--- src/rtl/alu_cmd_sequencer.sv ---
// alu_cmd_sequencer
//   Command sequencer for the 8x16 register-file/ALU datapath. LOAD/ALU
//   commands arrive over a valid/ready port into a DEPTH-entry FIFO. Each
//   command is then retired in two cycles. In SETUP the datapath controls are
//   stable with wr=0. In COMMIT wr=1 and the datapath writes at the end of the
//   cycle.
// Ports
//   clk, reset (async, active-low)
//   cmd_valid/cmd_ready            command handshake (ready = FIFO not full)
//   cmd_kind, cmd_op, cmd_a, cmd_b, cmd_dst, cmd_imm   command fields
//   sel, wr, op, rd_addr_a, rd_addr_b, wr_addr, d_in   registered datapath controls
//   busy                           FSM active or FIFO non-empty (registered)
//   done                           one-cycle pulse per retired command (registered)
module alu_cmd_sequencer #(
  parameter int DEPTH = 4,
  parameter int DW    = 16
) (
  input  logic          clk,
  input  logic          reset,
  input  logic          cmd_valid,
  output logic          cmd_ready,
  input  logic          cmd_kind,
  input  logic [1:0]    cmd_op,
  input  logic [2:0]    cmd_a,
  input  logic [2:0]    cmd_b,
  input  logic [2:0]    cmd_dst,
  input  logic [DW-1:0] cmd_imm,
  output logic          sel,
  output logic          wr,
  output logic [1:0]    op,
  output logic [2:0]    rd_addr_a,
  output logic [2:0]    rd_addr_b,
  output logic [2:0]    wr_addr,
  output logic [DW-1:0] d_in,
  output logic          busy,
  output logic          done
);

  localparam int AW = (DEPTH > 1) ? $clog2(DEPTH) : 1;
  localparam int CW = AW + 1;
  localparam int EW = 12 + DW;

  typedef enum logic [1:0] {IDLE, SETUP, COMMIT} state_t;

  state_t state_q, state_d;

  logic [EW-1:0] mem [DEPTH];
  logic [AW-1:0] wr_ptr, rd_ptr;
  logic [CW-1:0] count, count_d;
  logic          push, pop;

  logic          hd_kind;
  logic [1:0]    hd_op;
  logic [2:0]    hd_a, hd_b, hd_dst;
  logic [DW-1:0] hd_imm;

  logic          sel_d, wr_d, busy_d, done_d;
  logic [1:0]    op_d;
  logic [2:0]    rd_addr_a_d, rd_addr_b_d, wr_addr_d;
  logic [DW-1:0] d_in_d;

  assign cmd_ready = (count != CW'(DEPTH));
  assign push      = cmd_valid && cmd_ready;
  assign {hd_kind, hd_op, hd_a, hd_b, hd_dst, hd_imm} = mem[rd_ptr];
  assign count_d   = count + CW'(push) - CW'(pop);

  // FIFO storage carries data only; it is not reset.
  always_ff @(posedge clk) begin
    if (push) mem[wr_ptr] <= {cmd_kind, cmd_op, cmd_a, cmd_b, cmd_dst, cmd_imm};
  end

  always_ff @(posedge clk or negedge reset) begin
    if (!reset) begin
      wr_ptr <= '0;
      rd_ptr <= '0;
      count  <= '0;
    end else begin
      if (push) wr_ptr <= wr_ptr + AW'(1);
      if (pop)  rd_ptr <= rd_ptr + AW'(1);
      count <= count_d;
    end
  end

  // Next-state and next-output decode. Controls hold their value unless a
  // command is loaded. LOAD leaves op/rd_addr alone and ALU leaves d_in alone.
  always_comb begin
    state_d     = state_q;
    pop         = 1'b0;
    sel_d       = sel;
    wr_d        = 1'b0;
    op_d        = op;
    rd_addr_a_d = rd_addr_a;
    rd_addr_b_d = rd_addr_b;
    wr_addr_d   = wr_addr;
    d_in_d      = d_in;
    done_d      = 1'b0;

    case (state_q)
      IDLE: begin
        if (count != '0) begin
          pop     = 1'b1;
          state_d = SETUP;
        end
      end
      SETUP: begin
        wr_d    = 1'b1;
        state_d = COMMIT;
      end
      COMMIT: begin
        done_d = 1'b1;
        if (count != '0) begin
          pop     = 1'b1;
          state_d = SETUP;
        end else begin
          state_d = IDLE;
        end
      end
      default: state_d = IDLE;
    endcase

    if (pop) begin
      wr_addr_d = hd_dst;
      if (hd_kind) begin
        sel_d       = 1'b1;
        op_d        = hd_op;
        rd_addr_a_d = hd_a;
        rd_addr_b_d = hd_b;
      end else begin
        sel_d  = 1'b0;
        d_in_d = hd_imm;
      end
    end

    busy_d = (state_d != IDLE) || (count_d != '0);
  end

  always_ff @(posedge clk or negedge reset) begin
    if (!reset) begin
      state_q   <= IDLE;
      sel       <= 1'b0;
      wr        <= 1'b0;
      op        <= '0;
      rd_addr_a <= '0;
      rd_addr_b <= '0;
      wr_addr   <= '0;
      d_in      <= '0;
      busy      <= 1'b0;
      done      <= 1'b0;
    end else begin
      state_q   <= state_d;
      sel       <= sel_d;
      wr        <= wr_d;
      op        <= op_d;
      rd_addr_a <= rd_addr_a_d;
      rd_addr_b <= rd_addr_b_d;
      wr_addr   <= wr_addr_d;
      d_in      <= d_in_d;
      busy      <= busy_d;
      done      <= done_d;
    end
  end

endmodule

--- config.mk ---
export PLATFORM = sky130hd
export DESIGN_NAME = alu_cmd_sequencer
export DESIGN_NICKNAME = d
export VERILOG_FILES = /design/src/rtl/alu_cmd_sequencer.sv
export SDC_FILE = /design/constraint.sdc
export NUM_CORES = 1
export LEC_CHECK = 0
export CAP_MARGIN = 20
export CORE_ASPECT_RATIO = 0.8
export CORE_UTILIZATION = 40
export CTS_BUF_LIST = sky130_fd_sc_hd__clkbuf_4 sky130_fd_sc_hd__clkbuf_8
export CTS_CLUSTER_DIAMETER = 150
export DETAILED_ROUTE_END_ITERATION = 16
export SLEW_MARGIN = 30
export SYNTH_ARGS = -nofsm -noshare
export SYNTH_HDL_FRONTEND = slang
export SYNTH_SLANG_ARGS = --single-unit
--- constraint.sdc ---
create_clock -name clk -period 3.6 [get_ports clk]
set_clock_uncertainty 0.1 [all_clocks]
set_input_delay 0.72 -clock clk [delete_from_list [all_inputs] [get_ports clk]]
set_output_delay 0.72 -clock clk [all_outputs]
set_load 0.005 [all_outputs]
# Word level (Yosys, flattened, before mapping)

Memories as Yosys holds them, arrays and structs flattened.
Index checks and enable logic that the tools add are counted.

Flip-flop bits (word level): 40
Memory bits (writable): 112
Input bits: 31
Output and inout bits: 32
Word-level logic and storage cells: 41
Memories kept: 1

Memories:

| name | depth | width | read ports | clocked after memory_dff | wr ports | line | text |
|---|---|---|---|---|---|---|---|
| mem  | 4     | 28    | 1          | 0                        | 1        | 47   | `logic [EW-1:0] mem [DEPTH];` |

Add/subtract/negate cells: 4
Equality and inequality tests: 3
Mux-type cells: 10
Bitwise gates (word level): 1
Reductions and logical operators: 9

Operators by type and width:

| kind                                          | number |
|---|---|
| 2-to-1 mux 1 bit                              | 8 |
| one-hot mux 2 bit (3 select lines)            | 1 |
| nonzero test 3 bit                            | 2 |
| adder 2 x 1 -> 2 bit, second input constant   | 2 |
| AND reduction 2 bit                           | 2 |
| adder 3 x 1 -> 3 bit                          | 1 |
| inequality test 3 bit, second input constant  | 1 |
| subtractor 3 x 1 -> 3 bit                     | 1 |
| == test 2 x 1 -> 1 bit, second input constant | 1 |
| == test 2 bit, second input constant          | 1 |
| zero test 2 bit                               | 1 |
| 2-to-1 mux 2 bit                              | 1 |
| nonzero test 2 bit                            | 1 |
| OR reduction 2 bit                            | 1 |
| logical AND 1 bit                             | 1 |
| logical OR 1 bit                              | 1 |
| NOT 1 bit                                     | 1 |

# Depth between registers and ports, before layout

Gate-level depths: netlist of the first run.

Depth in word-level cells: 6
Gate-level depth with buffers: 11
Depth with buffers taken out: 11

# Worst setup path before layout of the first run

Ideal clock, no wire load.

Kind: register to register
Start point: register count[1]
End point: register busy
Data arrival time: 2.652 ns
Setup slack: 0.709 ns
Cell stages (with the launch flop): 12
Buffers on the path: 0
Cells stage by stage: dfrtp_1 -> or3b_1 -> and2_1 -> inv_1 -> ha_1 -> inv_1 -> ha_1 -> inv_1 -> fa_1 -> xnor2_1 -> xnor2_1 -> or4_1

Cells in the longest elaborated chain, start to end: 6
Elaborated cells on any way between the ends: 13

Ends and longest elaborated chain:

| element                   | line | text |
|---|---|---|
| start, declared           | 49   | `logic [CW-1:0] count, count_d;` |
| start signal, assigned    | 80   | `count <= count_d;` |
| inequality test 3 bit     | 62   | `assign cmd_ready = (count != CW'(DEPTH));` |
| via cmd_ready             | 21   | `output logic cmd_ready,` |
| logical AND 1 bit         | 63   | `assign push = cmd_valid && cmd_ready;` |
| adder 3 x 1 -> 3 bit      | 65   | `assign count_d = count + CW'(push) - CW'(pop);` |
| subtractor 3 x 1 -> 3 bit | 65   |  |
| via count_d[2]            | 49   |  |
| nonzero test 3 bit        | 134  | `busy_d = (state_d != IDLE) \|\| (count_d != '0);` |
| logical OR 1 bit          | 134  |  |
| via busy_d                | 57   | `logic sel_d, wr_d, busy_d, done_d;` |
| end signal, assigned      | 158  | `busy <= busy_d;` |
| end, declared             | 35   | `output logic busy,` |

The timed path passes the listed nets, and every way through them passes these cells.
A chain may end at the register's enable or synchronous reset.

# Worst setup path in the final report of the first run

Start point: register count[1]
End point: register busy

Cells in the longest elaborated chain, start to end: 6
Elaborated cells on any way between the ends: 13

Ends and longest elaborated chain:

| element                   | line     | text |
|---|---|---|
| nonzero test 3 bit        | 100, 111 |  |
| 2-to-1 mux 1 bit          | 100, 111 |  |
| 2-to-1 mux 1 bit          | -        |  |
| via pop                   | 50       | `logic push, pop;` |
| subtractor 3 x 1 -> 3 bit | 65       |  |
| via count_d[2]            | 49       |  |
| nonzero test 3 bit        | 134      |  |
| logical OR 1 bit          | 134      |  |
| via busy_d                | 57       |  |

The timed path passes the listed nets, and every way through them passes these cells.

==> results.cfg, run 1 <==
[pwr]
clkPwrFrac = 0.256
sw_frac_of_total = 0.272
p_leak_nw = 2.42
share_comb_of_total_power = 0.311
p_per_area_nw_per_um2 = 861
p_sw_mw = 1.62
intPower_mw = 4.34
seq_power_share = 0.433
power_mw = 5.96
ir_drop_mv = 0.413

[timing]
finalSetupViolCount = 0
hold_viol = 0
max_freq_ghz = 0.315
finalCritPeriodShare = 0.881
finalMaxSlewViolations = 0
hold_ws_ns = 0.166
slew_headroom = 0.457
rsz0062_at_grt = no
min_period_ns = 3.17
worst_slack_ns = 0.428
max_slew.worst_pin.slew_ns = 0.814
finalSetupTns_ns = 0

[placed_design]
dpl-instance-area_sq_um = 6450
dp_slack_ns = 0.0969
hpwl_mm = 5.73
io_buffers = 62
routabilityCongestion = 0.676
place_inst = 489

[yosys]
netlist_instances = 252
syn_nets = 290
ys_seq_area_frac = 0.773
avgSynthCellArea_sq_um = 22.3
synth_cell_types = 25
netlist_area_sq_um = 5620
ys_ff_latch = 151
yosys_warnings = 0

[setup_path]
cp_cell_sequence = nor3_2, buf_4, nor2_1, ha_1, inv_1, ha_1, inv_1, fa_1, xnor2_1, xnor2_1, or4_1
crit_required_ns = 3.81
path_class = reg2reg
slowest_delay_ns = 0.50
cp.arrival_ns = 3.38
cp-end-kind = flip-flop
worst_setup_path_start_kind = flip-flop
cp_slowest_cell = or4_1
cp_max_fo = 6

[global_routing]
grt_overflow = 0
grt_max_degree = 40
grt_pass1_vias = 2746
antenna_found_initial = 0
grt_usage = 0.153
grt_pass1_wl_mm = 15.6

[layout]
fin_util = 0.508
fillers = 1094
finish.instance_area_sq_um = 6930
seqCellArea_sq_um = 4340
area_growth_pct = 23.3
n_antenna_cell = 0
fin_nets = 366
multiInputGateArea_sq_um = 1210
final_cells = 521
drive_above_1_share = 0.261

[min_path]
hold_path.class = in2async

[clocking]
clkTransAtPathRegs_ns = 0.08
cts_root_buf = clkbuf_8
cts.sink_count = 151
post_cts_buffers = 0
post_cts_resized = 0
cts_tree = yes
cts_inserted_buffers = 17
clkLatencyLatePin_ns = 0.43
ctsHoldBuffers = 0
h-tree-depth = 4
max-clock-path-buffers = 2

[flow_run]
maxCapViolCount = 0

[floorplan]
ios = 63
die-area_sq_um = 14500
coreArea_sq_um = 13600
row_count = 38
fp.dieH_um = 108
die_w_um = 134
start_util = 0.412

[detailed_routing]
drc = 0
ant_nets = 0
dr.pass1.iters = 4
vias = 2563
wl_per_cell_um = 19.0
avgViaCountPerCell = 4.92
drt_iter0_markers = 114
drt-total-wl_mm = 9.87

[outcome]
status = complete, no violations
-- path summary, 6_finish.rpt --
check / start / to / slack [ns] / cells past startpoint
max in group asynchronous: reset / rd_ptr[0]$_DFFE_PN0P_ / 2.81 / 1
worst max-delay path: count[1]$_DFF_PN0_ / busy$_DFF_PN0_ / 0.43 / 11
worst min-delay path: reset / d_in[11]$_DFFE_PN0P_ / 0.17 / 1
worst max register to register: count[1]$_DFF_PN0_ / busy$_DFF_PN0_ / 0.43 / 11
min in group clk: state_q[1]$_DFF_PN0_ / state_q[1]$_DFF_PN0_ / 0.38 / 1
worst min register to register: state_q[1]$_DFF_PN0_ / state_q[1]$_DFF_PN0_ / 0.38 / 1
-- power by group through the flow --
| stage | clock [mW] | combinational (mW) | sequential [mW] |
|---|---|---|---|
| 2_1_floorplan | 0 | 1.15 | 2.59 |
| 3_3_place_gp | 0 | 1.87 | 2.61 |
| 3_5_place_dp | 0 | 1.90 | 2.63 |
| 4_1_cts | 1.56 | 1.91 | 2.59 |
| 5_1_grt | 1.63 | 2.03 | 2.64 |
| 6_report | 1.53 | 1.85 | 2.58 |
-- area by class of cell --
class	instances	area share
tap	180	0.0325
clock buffer	18	0.0358
inverter	6	0.00325
sequential	151	0.627
timing repair buffer	66	0.0936
clock inverter	14	0.0327
multi-input combinational	86	0.175
-- cell usage in the layout, fill, tap and decap left out --
master / synthesis / layout
clkinvlp_4: 0 / 1
or4_1: 1 / 1
clkinv_2: 0 / 2
nor3b_1: 1 / 1
bufinv_16: 0 / 6
ha_1: 6 / 6
clkdlybuf4s50_1: 0 / 61
and3_2: 0 / 4
nor2b_1: 2 / 2
dfrtp_1: 39 / 38
nor3_4: 1 / 1
mux2_2: 20 / 20
buf_4: 1 / 5
nand2_1: 1 / 1
o21ai_0: 1 / 1
or3b_1: 2 / 2
mux2_1: 8 / 8
inv_6: 0 / 2
xnor2_1: 3 / 3
nor2_1: 2 / 2
mux4_2: 28 / 28
clkbuf_8: 0 / 18
xor2_1: 2 / 2
and2_1: 1 / 1
clkinv_1: 0 / 3
nand2b_1: 1 / 1
edfxtp_1: 112 / 112
nor3_2: 1 / 1
inv_1: 6 / 6
dfrtp_2: 0 / 1
fa_1: 1 / 1
-- sequential cells by signal, indices dropped and copies added, names as in the netlist, 2 cells and up --
signal,cells
mem,112
d_in,16
count,3
rd_addr_a,3
rd_addr_b,3
wr_addr,3
op,2
rd_ptr,2
state_q,2
wr_ptr,2
-- Yosys cell counts --
| library cell | n | area [sq um] |
|---|---|---|
| and2_1 | 1 | 6.26 |
| and3_1 | 4 | 25.0 |
| buf_2 | 5 | 25.0 |
| buf_4 | 1 | 7.51 |
| clkbuf_1 | 3 | 11.3 |
| dfrtp_1 | 39 | 976 |
| edfxtp_1 | 112 | 3360 |
| fa_1 | 1 | 20.0 |
| ha_1 | 6 | 75.1 |
| inv_1 | 6 | 22.5 |
| mux2_1 | 8 | 90.1 |
| mux2_2 | 20 | 225 |
| mux4_2 | 28 | 631 |
| nand2_1 | 1 | 3.75 |
| nand2b_1 | 1 | 6.26 |
| nor2_1 | 2 | 7.51 |
| nor2b_1 | 2 | 12.5 |
| nor3_2 | 1 | 10.0 |
| nor3_4 | 1 | 16.3 |
| nor3b_1 | 1 | 7.51 |
| o21ai_0 | 1 | 5.00 |
| or3b_1 | 2 | 17.5 |
| or4_1 | 1 | 7.51 |
| xnor2_1 | 3 | 26.3 |
| xor2_1 | 2 | 17.5 |
-- critical path: cells and delay by family (launching register included) --
| family | cells | cell delay (ns) |
|---|---|---|
| xor gates and xnor gates | 2 | 0.35 |
| adders and majority gates | 3 | 0.86 |
| buffers and inverters | 3 | 0.27 |
| DFF | 1 | 0.45 |
| and+or+nand+nor | 3 | 1.02 |
-- routing by layer --
metal,up-vias,global-route usage,wire length [um]
li1,1160,-,-
met1,1332,0.212,4750
met2,61,0.232,4550
met3,10,0.0455,475
met4,0,0.0530,97
met5,-,0,0
-- cells by family (layout without fill, tap and decap cells) --
logic type / after synthesis / after routing / share of synthesized area
buffers and inverters: 15 / 104 / 0.0118
adder cells (fa/ha/maj): 7 / 7 / 0.0169
XOR/XNOR: 5 / 5 / 0.00780
multiplexers: 56 / 56 / 0.168
AND/OR/NAND/NOR: 17 / 17 / 0.0214
AO/OA/AOI/OAI: 1 / 1 / 0.000890
flip-flops: 151 / 151 / 0.773
(Power assumes the default switching activity.)
==> run 2, diff against run 1 <==
--- a/config.mk
+++ b/config.mk
@@ -6,7 +6,7 @@
 export NUM_CORES = 1
 export LEC_CHECK = 0
 export CAP_MARGIN = 20
-export CORE_ASPECT_RATIO = 0.8
+export CORE_ASPECT_RATIO = 0.5
 export CORE_UTILIZATION = 40
 export CTS_BUF_LIST = sky130_fd_sc_hd__clkbuf_4 sky130_fd_sc_hd__clkbuf_8
 export CTS_CLUSTER_DIAMETER = 150
==> run 2 against run 1 <==
  * Sequential share of layout area grew 0.81 points
  * Global-route usage shrank 0.50 points
  * Sequential cell count is the same
  * Total power shrank 6.4%
  * Wire length shrank 0.40%
  * Critical endpoint unchanged
  * Utilization shrank 0.58 points
  * Final cell count grew 2.7%
  * First-iteration DRC count grew 20%
  * Largest cell class unchanged
  * Die area grew 0.18%
==> results.cfg, run 2 (synthesis results as in run 1) <==
[outcome]
status = complete, no violations

[detailed_routing]
dr.pass1.iters = 6
drt-total-wl_mm = 9.83
vias = 2594
ant_nets = 0
drt_iter0_markers = 137
drc = 0
wl_per_cell_um = 18.4
avgViaCountPerCell = 4.85

[floorplan]
row_count = 30
ios = 63
coreArea_sq_um = 13600
die_w_um = 170
fp.dieH_um = 85.8
die-area_sq_um = 14500
start_util = 0.412

[clocking]
post_cts_resized = 0
clkTransAtPathRegs_ns = 0.08
cts_tree = yes
cts.sink_count = 151
post_cts_buffers = 0
cts_inserted_buffers = 17
max-clock-path-buffers = 2
ctsHoldBuffers = 0
h-tree-depth = 4
cts_root_buf = clkbuf_8
clkLatencyLatePin_ns = 0.43

[timing]
worst_slack_ns = 0.522
finalSetupTns_ns = 0
slew_headroom = 0.425
rsz0062_at_grt = no
min_period_ns = 3.08
max_slew.worst_pin.slew_ns = 0.859
finalSetupViolCount = 0
max_freq_ghz = 0.325
finalMaxSlewViolations = 0
hold_viol = 0
finalCritPeriodShare = 0.855

[pwr]
ir_drop_mv = 0.237
p_leak_nw = 2.39
p_per_area_nw_per_um2 = 816

[global_routing]
grt_usage = 0.148
grt_max_degree = 40
grt_pass1_vias = 2797
grt_pass1_wl_mm = 15.4
grt_overflow = 0
antenna_found_initial = 0

[setup_path]
cp_cell_sequence = nor3_2, buf_4, nor2_1, ha_1, inv_1, ha_1, inv_1, fa_1, xnor2_1, xnor2_1, or4_1
path_class = reg2reg
worst_setup_path_start_kind = flip-flop
cp_top_family = simple AND/OR/NAND/NOR gates
cp-end-kind = flip-flop
cp_max_fo = 6
crit_required_ns = 3.80
slowest_delay_ns = 0.52
cp.arrival_ns = 3.27
cp_slowest_cell = or4_1
crit_buf_inv = 3

[layout]
area_growth_pct = 21.7
drive_above_1_share = 0.257
fin_nets = 369
top_register = mem
layout_commonest_cell = edfxtp_1
reg_top3 = mem: 112 flops, d_in: 16 flops
layout_common_cells = edfxtp_1 (112), clkdlybuf4s50_1 (61), dfrtp_1 (38), mux4_2 (28), mux2_2 (20)
finish.instance_area_sq_um = 6840
largest_reg_flops = 112
fillers = 1082
final_cells = 535
n_antenna_cell = 0

[placed_design]
place_inst = 504
routabilityCongestion = 0.675
dp_slack_ns = 0.131
hpwl_mm = 5.92
io_buffers = 62
dpl-instance-area_sq_um = 6480

[min_path]
hold_path.class = in2async

[flow_run]
maxCapViolCount = 0
[run 2: layout make-up]
type,instances,area [sq um],area share
sequential,151,4340,0.635
multi-input combinational,86,1210,0.177
timing repair buffer,69,671,0.0981
clock buffer,20,269,0.0393
tap,192,240,0.0351
clock inverter,11,83.8,0.0123
inverter,6,22.5,0.00329
[run 2: per-stage QoR]
step / hold slack (ns) / power, mW / utilization
after floorplan: 0.324 / 3.74 / -
after detailed placement: 0.385 / 4.51 / 0.476
after global routing: 0.204 / 5.91 / 0.502
after CTS: 0.371 / 5.68 / 0.502
final: 0.189 / 5.58 / 0.502
after global placement: 0.374 / 4.42 / 0.476
[run 2: per-layer routing]
| layer | GRT usage | up-vias | wire (um) | share of wire |
|---|---|---|---|---|
| met5 | 0 | - | 0 | 0 |
| met4 | 0.0565 | 0 | 128 | 0.013 |
| met3 | 0.0448 | 9 | 377 | 0.038 |
| met2 | 0.242 | 49 | 4920 | 0.50 |
| met1 | 0.188 | 1379 | 4410 | 0.45 |
| li1 | - | 1157 | - | - |
[run 2: final timing paths]
path                                       from                  endpoint  slack, ns  cells after the start
hold / removal                            reset  rd_addr_b[2]$_DFFE_PN0P_       0.19                      1
hold reg to reg            state_q[1]$_DFF_PN0_      state_q[1]$_DFF_PN0_       0.38                      1
setup reg to reg             count[1]$_DFF_PN0_            busy$_DFF_PN0_       0.52                     11
min in group clk           state_q[1]$_DFF_PN0_      state_q[1]$_DFF_PN0_       0.38                      1
max in group asynchronous                 reset     rd_ptr[0]$_DFFE_PN0P_       2.80                      1
setup / recovery             count[1]$_DFF_PN0_            busy$_DFF_PN0_       0.52                     11
[run 2: worst reg2reg max path, cell delays in order (launching register included)]
cell,delay [ns]
dfrtp_1,0.45
nor3_2,0.07
buf_4,0.16
nor2_1,0.43
ha_1,0.33
inv_1,0.06
ha_1,0.13
inv_1,0.05
fa_1,0.38
xnor2_1,0.15
xnor2_1,0.14
or4_1,0.52
[run 2: power breakdown]
group	internal (mW)	switching (mW)	total, mW
Sequential	2.39	0.199	2.59
Combinational	1.04	0.789	1.83
Clock	0.575	0.588	1.16
